[config.mk]
export PLATFORM = sky130hd
export DESIGN_NAME = vector_log_writer
export DESIGN_NICKNAME = d
export VERILOG_FILES = /design/src/rtl/vlog_pkg.sv /design/src/rtl/vlog_char_sel.sv /design/src/rtl/vector_log_writer.sv
export SDC_FILE = /design/constraint.sdc
export NUM_CORES = 1
export LEC_CHECK = 0
export CAP_MARGIN = 20
export CORE_MARGIN = 5
export CORE_UTILIZATION = 45
export CTS_BUF_LIST = sky130_fd_sc_hd__clkbuf_16
export CTS_CLUSTER_SIZE = 24
export DETAILED_ROUTE_END_ITERATION = 10
export DONT_BUFFER_PORTS = 1
export HOLD_SLACK_MARGIN = 0.12
export PLACE_DENSITY = 0.65
export SYNTH_ARGS = -nofsm -noshare
export SYNTH_HDL_FRONTEND = slang
export SYNTH_SLANG_ARGS = --single-unit
[constraint.sdc]
create_clock -name clk -period 2.55 [get_ports clk]
set_input_delay 0.51 -clock clk [delete_from_list [all_inputs] [get_ports clk]]
set_output_delay 0.51 -clock clk [all_outputs]
set_load 0.01 [all_outputs]
[src/rtl/vlog_pkg.sv]
// Shared definitions for the ASCII test-vector log writer.
// Build option: VLOG_CRLF_EN selects a CR LF terminator instead of LF alone.
package vlog_pkg;

   typedef enum logic {
      ST_IDLE = 1'b0,
      ST_EMIT = 1'b1
   } state_t;

   localparam logic [7:0] CH_A     = 8'h61;
   localparam logic [7:0] CH_B     = 8'h62;
   localparam logic [7:0] CH_Y     = 8'h79;
   localparam logic [7:0] CH_EQ    = 8'h3D;
   localparam logic [7:0] CH_COMMA = 8'h2C;
   localparam logic [7:0] CH_SP    = 8'h20;
   localparam logic [7:0] CH_GT    = 8'h3E;
   localparam logic [7:0] CH_0     = 8'h30;
   localparam logic [7:0] CH_1     = 8'h31;
   localparam logic [7:0] CH_CR    = 8'h0D;
   localparam logic [7:0] CH_LF    = 8'h0A;
   localparam logic [7:0] CH_NUL   = 8'h00;

`ifdef VLOG_CRLF_EN
   localparam int unsigned TERM_LEN = 2;
`else
   localparam int unsigned TERM_LEN = 1;
`endif

   // Byte offsets within "a=<a>, b=<b> => y=<y><term>" for digit width w
   function automatic int unsigned off_a_dig(int unsigned w);
      return 2 + (w - w);
   endfunction
   function automatic int unsigned off_comma(int unsigned w);
      return 2 + w;
   endfunction
   function automatic int unsigned off_b(int unsigned w);
      return 4 + w;
   endfunction
   function automatic int unsigned off_b_dig(int unsigned w);
      return 6 + w;
   endfunction
   function automatic int unsigned off_arrow(int unsigned w);
      return 6 + 2 * w;
   endfunction
   function automatic int unsigned off_y(int unsigned w);
      return 10 + 2 * w;
   endfunction
   function automatic int unsigned off_y_dig(int unsigned w);
      return 12 + 2 * w;
   endfunction
   function automatic int unsigned off_term(int unsigned w);
      return 12 + 3 * w;
   endfunction
   function automatic int unsigned line_len(int unsigned w);
      return 12 + 3 * w + TERM_LEN;
   endfunction
   function automatic int unsigned idx_width(int unsigned w);
      return $clog2(line_len(w));
   endfunction

endpackage

[src/rtl/vlog_char_sel.sv]
// Combinational byte selector: byte index plus registered record -> ASCII byte.
// Build option: VLOG_CRLF_EN adds the CR before the LF terminator.
module vlog_char_sel
   import vlog_pkg::*;
#(
   parameter int unsigned WIDTH = 1,
   parameter int unsigned IDX_W = 4
)(
   input  logic [IDX_W-1:0] i_idx,
   input  logic [WIDTH-1:0] i_a,
   input  logic [WIDTH-1:0] i_b,
   input  logic [WIDTH-1:0] i_y,
   output logic [7:0]       o_data_c
);

   localparam int unsigned P_ADIG  = off_a_dig(WIDTH);
   localparam int unsigned P_COMMA = off_comma(WIDTH);
   localparam int unsigned P_B     = off_b(WIDTH);
   localparam int unsigned P_BDIG  = off_b_dig(WIDTH);
   localparam int unsigned P_ARROW = off_arrow(WIDTH);
   localparam int unsigned P_Y     = off_y(WIDTH);
   localparam int unsigned P_YDIG  = off_y_dig(WIDTH);
   localparam int unsigned P_TERM  = off_term(WIDTH);

   // Fixed punctuation by position, digits by scanning each operand MSB first
   always_comb begin
      o_data_c = CH_NUL;
      case (i_idx)
         IDX_W'(0):           o_data_c = CH_A;
         IDX_W'(1):           o_data_c = CH_EQ;
         IDX_W'(P_COMMA):     o_data_c = CH_COMMA;
         IDX_W'(P_COMMA + 1): o_data_c = CH_SP;
         IDX_W'(P_B):         o_data_c = CH_B;
         IDX_W'(P_B + 1):     o_data_c = CH_EQ;
         IDX_W'(P_ARROW):     o_data_c = CH_SP;
         IDX_W'(P_ARROW + 1): o_data_c = CH_EQ;
         IDX_W'(P_ARROW + 2): o_data_c = CH_GT;
         IDX_W'(P_ARROW + 3): o_data_c = CH_SP;
         IDX_W'(P_Y):         o_data_c = CH_Y;
         IDX_W'(P_Y + 1):     o_data_c = CH_EQ;
`ifdef VLOG_CRLF_EN
         IDX_W'(P_TERM):      o_data_c = CH_CR;
         IDX_W'(P_TERM + 1):  o_data_c = CH_LF;
`else
         IDX_W'(P_TERM):      o_data_c = CH_LF;
`endif
         default: begin
            for (int unsigned k = 0; k < WIDTH; k++) begin
               if (i_idx == IDX_W'(P_ADIG + k))
                  o_data_c = (|(i_a & (WIDTH'(1) << (WIDTH - 1 - k)))) ? CH_1 : CH_0;
               if (i_idx == IDX_W'(P_BDIG + k))
                  o_data_c = (|(i_b & (WIDTH'(1) << (WIDTH - 1 - k)))) ? CH_1 : CH_0;
               if (i_idx == IDX_W'(P_YDIG + k))
                  o_data_c = (|(i_y & (WIDTH'(1) << (WIDTH - 1 - k)))) ? CH_1 : CH_0;
            end
         end
      endcase
   end

endmodule

[src/rtl/vector_log_writer.sv]
// Serialises one (a, b, y) record per handshake as "a=<a>, b=<b> => y=<y>"
// plus terminator, one byte per cycle on a valid/ready stream.
// Build option: VLOG_CRLF_EN selects CR LF terminator (default LF only).
module vector_log_writer
   import vlog_pkg::*;
#(
   parameter int unsigned WIDTH = 1,
   parameter int unsigned CNT_W = 16
)(
   input  logic             clk,
   input  logic             rst_n,
   input  logic             in_valid,
   output logic             in_ready,
   input  logic [WIDTH-1:0] in_a,
   input  logic [WIDTH-1:0] in_b,
   input  logic [WIDTH-1:0] in_y,
   output logic             out_valid,
   input  logic             out_ready,
   output logic [7:0]       out_data,
   output logic             busy,
   output logic [CNT_W-1:0] rec_count
);

   localparam int unsigned      LEN      = line_len(WIDTH);
   localparam int unsigned      IDX_W    = idx_width(WIDTH);
   localparam logic [IDX_W-1:0] IDX_LAST = IDX_W'(LEN - 1);

   state_t           r_state;
   logic [IDX_W-1:0] r_idx;
   logic [WIDTH-1:0] r_a;
   logic [WIDTH-1:0] r_b;
   logic [WIDTH-1:0] r_y;
   logic             r_in_ready;
   logic             r_out_valid;
   logic [7:0]       r_out_data;
   logic             r_busy;
   logic [CNT_W-1:0] r_rec_count;

   logic [IDX_W-1:0] w_idx_nxt;
   logic [IDX_W-1:0] w_sel_idx;
   logic [7:0]       w_char_nxt;

   // out_data is registered, so look up the byte for the index about to be shown
   assign w_idx_nxt = r_idx + IDX_W'(1);
   assign w_sel_idx = (r_state == ST_EMIT) ? w_idx_nxt : '0;

   vlog_char_sel #(
      .WIDTH (WIDTH),
      .IDX_W (IDX_W)
   ) u_char_sel (
      .i_idx    (w_sel_idx),
      .i_a      (r_a),
      .i_b      (r_b),
      .i_y      (r_y),
      .o_data_c (w_char_nxt)
   );

   // Capture / emit FSM with byte index, record registers and completed-record count
   always_ff @(posedge clk) begin
      if (!rst_n) begin
         r_state     <= ST_IDLE;
         r_idx       <= '0;
         r_a         <= '0;
         r_b         <= '0;
         r_y         <= '0;
         r_in_ready  <= 1'b1;
         r_out_valid <= 1'b0;
         r_out_data  <= CH_NUL;
         r_busy      <= 1'b0;
         r_rec_count <= '0;
      end else begin
         case (r_state)
            ST_IDLE: begin
               if (in_valid && r_in_ready) begin
                  r_a         <= in_a;
                  r_b         <= in_b;
                  r_y         <= in_y;
                  r_idx       <= '0;
                  r_state     <= ST_EMIT;
                  r_in_ready  <= 1'b0;
                  r_out_valid <= 1'b1;
                  r_out_data  <= w_char_nxt;
                  r_busy      <= 1'b1;
               end
            end
            ST_EMIT: begin
               if (out_ready) begin
                  if (r_idx == IDX_LAST) begin
                     r_state     <= ST_IDLE;
                     r_idx       <= '0;
                     r_in_ready  <= 1'b1;
                     r_out_valid <= 1'b0;
                     r_out_data  <= CH_NUL;
                     r_busy      <= 1'b0;
                     r_rec_count <= r_rec_count + CNT_W'(1);
                  end else begin
                     r_idx      <= w_idx_nxt;
                     r_out_data <= w_char_nxt;
                  end
               end
            end
            default: r_state <= ST_IDLE;
         endcase
      end
   end

   assign in_ready  = r_in_ready;
   assign out_valid = r_out_valid;
   assign out_data  = r_out_data;
   assign busy      = r_busy;
   assign rec_count = r_rec_count;

endmodule

==> flow_summary.ini, run 1 <==
[timing]
finalSetupViolCount = 0
period_needed_ps = 2230
drv_slew = 0
fmax_ghz = 0.449
setup_tns_ps = 0
fin_worst_skew_ps = 5.74
rsz0062_at_grt = no
fin_crit_sh = 0.874
hold_viol_final = 0

[finish]
fin_cells = 295
area_growth_pct = 11.1
postLayoutCellArea_mm2 = 0.00214
nNetsFinal = 255
drive_gt1_frac = 0.110
antennaDiodeCount = 0

[clocking]
cts_tree = yes
clk_pin_slew_ps = 50
post-cts-setup-buffers = 0
h-tree-depth = 2
clock_latency_ps = 270
clkSinkCount = 33
clock_path_buffers = 2
cts_buffers = 5
root_buffer = clkbuf_16
cts_resized = 0
ctsHoldBuffers = 0

[worst_setup_path]
slowest_delay_ps = 520
cp_slowest_cell = or4_1
cp-start-kind = flop
critPathKind = reg -> reg
crit_chain = ha_1 -> buf_4 -> nand2b_1 -> a31oi_1 -> a32oi_1 -> or4_1 -> o211a_1
cp_max_fo = 12
endpoint_kind = flop
arrival_ps = 2390
required_ps = 2720

[power_and_ir_drop]
p_per_area_mw_per_mm2 = 564
intPower_w = 0.000921
vdd_drop_max_uv = 535
pwr-share-comb = 0.086
power.total_w = 0.00120
clockPowerShare = 0.452
p_sw_frac = 0.235
p_switching_w = 0.000283
power.share.sequential = 0.461
total_leakage_power_nw = 0.761

[flow_run]
cap_violations = 0

[logic_synthesis]
synthCells = 242
yosysMostFrequentCell = dfxtp_1
synthTopCellsByArea = dfxtp_1 34%, nand2_1 5.5%, xnor2_1 5.5%
synth.net_count = 251
ys_warn_count = 0
syn_avg_cell_area_um2 = 7.95
yosys_most_used_dff = dfxtp_1
yosysTopAreaCellShare = 0.343
yosysSeqAreaShare = 0.343
syn_area_mm2 = 0.00192
synth_area_leader_cell = dfxtp_1
ys_types = 49
synth_seq_cells = 33
yosys-top-cells-count = 33 x dfxtp_1, 28 x nand2_1, 21 x nor2_1
async_flop_share = 0
synth_edf_count = 0

[outcome]
status = finished clean

[drt]
via_count = 1772
vias_per_cell = 6.01
drc = 0
drt-initial-drc-count = 149
drt-wirelength-per-cell_um = 16.4
postRouteAntennaNets = 0
first_pass_iters = 5
wl_um = 4830

[floorplanning]
io_pins = 34
start_util = 0.471
dieWidth_um = 75.4
design.core.area_mm2 = 0.00409
design.die.area_mm2 = 0.00568
die_h_um = 75.4
core.rowCount = 23

[global_route]
grt_pass1_vias = 1639
grt_start_max_net_pins = 29
globalRoute.totalOverflow = 0
grt_antenna_before_repair = 0
grt_pass1_wl_um = 8020
grt_usage = 0.184

[placed_design]
post-place-cells = 289
io_buffer_count = 0
place_area_mm2 = 0.00201
gp_congestion = 0.888
dp_hpwl_um = 3450

[worst_hold_path]
hp-class = in -> reg
==> through the flow <==
step	util	hold slack, ps	setup slack (ps)
floorplan	-	455	556
global placement	0.491	495	422
detailed placement	0.491	508	374
CTS	0.523	303	346
global route	0.523	309	222
finish	0.523	303	322
==> metal layers <==
| layer | GRT usage | vias up | part of all wire |
|---|---|---|---|
| met1 | 0.271 | 817 | 0.48 |
| met2 | 0.265 | 79 | 0.43 |
| met3 | 0.0528 | 8 | 0.077 |
| li1 | - | 868 | - |
| met5 | 0 | - | 0 |
| met4 | 0.0447 | 0 | 0.012 |
==> power by group through the flow <==
| stage | combinational (W) | clock, W | sequential (W) |
|---|---|---|---|
| floorplan | 0.0000861 | 0 | 0.000559 |
| global placement | 0.000103 | 0 | 0.000566 |
| detailed placement | 0.000103 | 0 | 0.000566 |
| CTS | 0.000103 | 0.000553 | 0.000556 |
| global route | 0.000116 | 0.000583 | 0.000558 |
| finish | 0.000104 | 0.000545 | 0.000555 |
==> path summary, 6_finish.rpt <==
kind / start / end / slack [ps] / cells past startpoint
worst min register to register: r_y / r_y / 520 / 2
worst max register to register: r_idx[0] / out_data[0] / 320 / 7
worst min-delay path: rst_n / in_ready / 300 / 1
worst max-delay path: r_idx[0] / out_data[0] / 320 / 7
==> registers in the layout, summed over array words and instances, names as in the netlist <==
register and cells:
r_b 1, rec_count 16, in_ready 1, r_a 1
busy 1, r_state 1, r_y 1, r_idx 4
out_data 7
==> placed cells by master (no fill, tap or decap), drive strengths merged, types with 2 or more instances in the layout <==
| master | Yosys | final |
|---|---|---|
| nor2 | 21 | 21 |
| ha | 2 | 2 |
| o221ai | 4 | 4 |
| o211ai | 2 | 2 |
| a32oi | 3 | 3 |
| inv | 5 | 5 |
| a22oi | 3 | 3 |
| nor4 | 2 | 2 |
| or3 | 3 | 3 |
| o21ai | 11 | 11 |
| o21a | 2 | 2 |
| nand4 | 8 | 8 |
| nor2b | 3 | 3 |
| xor2 | 6 | 6 |
| a21oi | 12 | 12 |
| nor3 | 7 | 7 |
| nand2 | 28 | 28 |
| nand2b | 7 | 7 |
| a31oi | 4 | 4 |
| nand3 | 14 | 14 |
| clkbuf | 4 | 5 |
| nand3b | 4 | 4 |
| and4 | 4 | 4 |
| buf | 12 | 13 |
| and3 | 5 | 5 |
| xnor2 | 12 | 12 |
| mux2i | 5 | 5 |
| dfxtp | 33 | 33 |
| and2 | 3 | 3 |
==> cells by family (layout without fill, tap and decap cells) <==
family,after synthesis,count (layout),share of synthesized area
and+or+nand+nor,114,114,0.311
AOI/OAI and AO/OA,48,48,0.163
DFF,33,33,0.343
buffers and inverters,21,24,0.0501
xor gates and xnor gates,18,18,0.0858
muxes,5,5,0.0325
adders and majority gates,2,2,0.0130
other,1,1,0.00195
==> worst max-delay path, delay by kind of cell, from the launching register on <==
family / cells / cell delay, ps
buf+inv: 1 / 220
flops: 1 / 310
fa+ha+maj: 1 / 360
simple gates: 2 / 670
compound gates: 3 / 550
==> final cells by class <==
| cell class | instances | area (µm²) |
|---|---|---|
| inverter | 5 | 18.8 |
| fill | 392 | 1950 |
| multi-input combinational | 188 | 1170 |
| tap | 50 | 62.6 |
| clock buffer | 5 | 125 |
| clock inverter | 1 | 5.00 |
| sequential | 33 | 661 |
| timing repair buffer | 13 | 97.6 |
Power figures use the tool's default switching activity.
==> run 2, diff against run 1 <==
- CELL_PAD_IN_SITES_DETAIL_PLACEMENT: not set -> 1
- CELL_PAD_IN_SITES_GLOBAL_PLACEMENT: not set -> 2
- CORE_UTILIZATION: 45 -> 36
- PLACE_DENSITY: 0.65 -> 0.83
- RECOVER_POWER: not set -> 25
==> run 2 against run 1 <==
Effect of this change: hold slack worse by 7.4 ps; sequential share of layout area is 0.64 points lower; worst setup slack got worse by 26 ps; first-iteration DRC count decreased by 15%; register-to-register slack worse by 30 ps; global-route usage shrank 1.4 points; final cell count rose by 7.8%; via count is 1.9% higher; sequential power about the same; sequential cell count stayed put; die area rose by 22%; highest routed layer unchanged.
==> flow_summary.ini, run 2 (synthesized netlist as in run 1, its figures left out) <==
[timing]
drv_slew = 0
setup_tns_ps = 0
timing.hold.ws_ps = 295
fmax_ghz = 0.444
worst_slack_ps = 296
finalSetupViolCount = 0
period_needed_ps = 2250
fin_crit_sh = 0.884
rsz0062_at_grt = no
fin_worst_skew_ps = 2.89
hold_viol_final = 0

[placed_design]
gp_congestion = 0.833
dp_hpwl_um = 4150
io_buffer_count = 0
pre_cts_slack_ps = 338

[clocking]
cts_buffers = 5
post-cts-setup-buffers = 0
root_buffer = clkbuf_16
clk_pin_slew_ps = 60
h-tree-depth = 2
clkSinkCount = 33
ctsHoldBuffers = 0
clock_path_buffers = 2
cts_resized = 0
clock_latency_ps = 280
cts_tree = yes

[global_route]
grt_antenna_before_repair = 0
grt_start_max_net_pins = 29
grt_pass1_vias = 1819
grt_pass1_wl_um = 9640
globalRoute.totalOverflow = 0
grt_usage = 0.170

[floorplanning]
io_pins = 34
core.rowCount = 26
die_h_um = 83.1
design.core.area_mm2 = 0.00514
start_util = 0.374
design.die.area_mm2 = 0.00691
dieWidth_um = 83.1

[worst_setup_path]
arrival_ps = 2430
cp-start-kind = flop
reg2reg_to = out_data[0]
r2r_start = r_idx[1]
reg2reg_depth = 6
critPathKind = reg -> reg
reg2reg_slack_ps = 300
endpoint_kind = flop
cp_max_fo = 10
required_ps = 2720

[finish]
nNetsFinal = 256
fin_util = 0.425
seq_area_um2 = 661
mostFrequentLayoutCells = 33 x dfxtp_1, 28 x nand2_1, 21 x nor2_1
drive_gt1_frac = 0.121
multi_input_area_mm2 = 0.00117
fillCellCount = 664
largest_reg_flops = 16
area_growth_pct = 13.4
antennaDiodeCount = 0
final_common_cell = dfxtp_1

[drt]
postRouteAntennaNets = 0
drc = 0
drt-wirelength-per-cell_um = 17.7
first_pass_iters = 4
drt-initial-drc-count = 126
via_count = 1806
vias_per_cell = 5.68
wl_um = 5630

[worst_hold_path]
min_to = in_ready
hp-class = in -> reg
hold_depth = 1
worstHoldStart = rst_n

[power_and_ir_drop]
vdd_drop_max_uv = 323
p_per_area_mw_per_mm2 = 575
total_leakage_power_nw = 0.769
power.total_w = 0.00125

[outcome]
status = finished clean

[flow_run]
cap_violations = 0
## run 2: cell count changes in the layout (fill, tap and decap cells not counted), sizes merged
cell,before,now
clkinvlp,0,1
clkinv,1,2
buf,13,14
## run 2: where the power goes
part           internal [W]  leakage, nW  total (W)  switching (W)
clock              0.000358       0.0696   0.000586       0.000229
combinational     0.0000424        0.431   0.000110      0.0000680
sequential         0.000533        0.268   0.000558      0.0000243
## run 2: worst max-delay path: stages, from the launching register on
cell and delay (ps):
dfxtp_1 500, ha_1 360, buf_4 220, xor2_2 190
a32oi_1 150, or4_1 520, o211a_1 210
## run 2: worst max path at each step
| stage | endpoint | from |
|---|---|---|
| after detailed placement | out_data[0] | r_idx[1] |
| after floorplan | out_data[0] | r_idx[1] |
| after global placement | out_data[0] | r_idx[1] |
| after global routing | out_data[0] | r_idx[1] |
| final | out_data[0] | r_idx[1] |
| after CTS | out_data[0] | r_idx[1] |
## run 2: metrics by stage
step           cells  instance area, µm²
2_1_floorplan    242                1920
5_1_grt          318                2180
4_1_cts          318                2180
3_5_place_dp     310                2040
6_report         318                2180
3_3_place_gp     310                2040
## run 2: cell type report
type,count,share of cell area
clock buffers,5,0.0573
clock inverters,3,0.00803
inverters,5,0.00860
well taps,70,0.0401
repair buffers,14,0.0482
flip-flops and latches,33,0.303
multi-input cells,188,0.535
## run 2: metal layers
layer / part of all wire / up-vias / routed length, µm / track usage
met4: 0.0098 / 0 / 55 / 0.0446
met5: 0 / - / 0 / 0
li1: - / 877 / - / -
met3: 0.051 / 6 / 288 / 0.0426
met1: 0.47 / 881 / 2650 / 0.223
met2: 0.47 / 42 / 2630 / 0.278
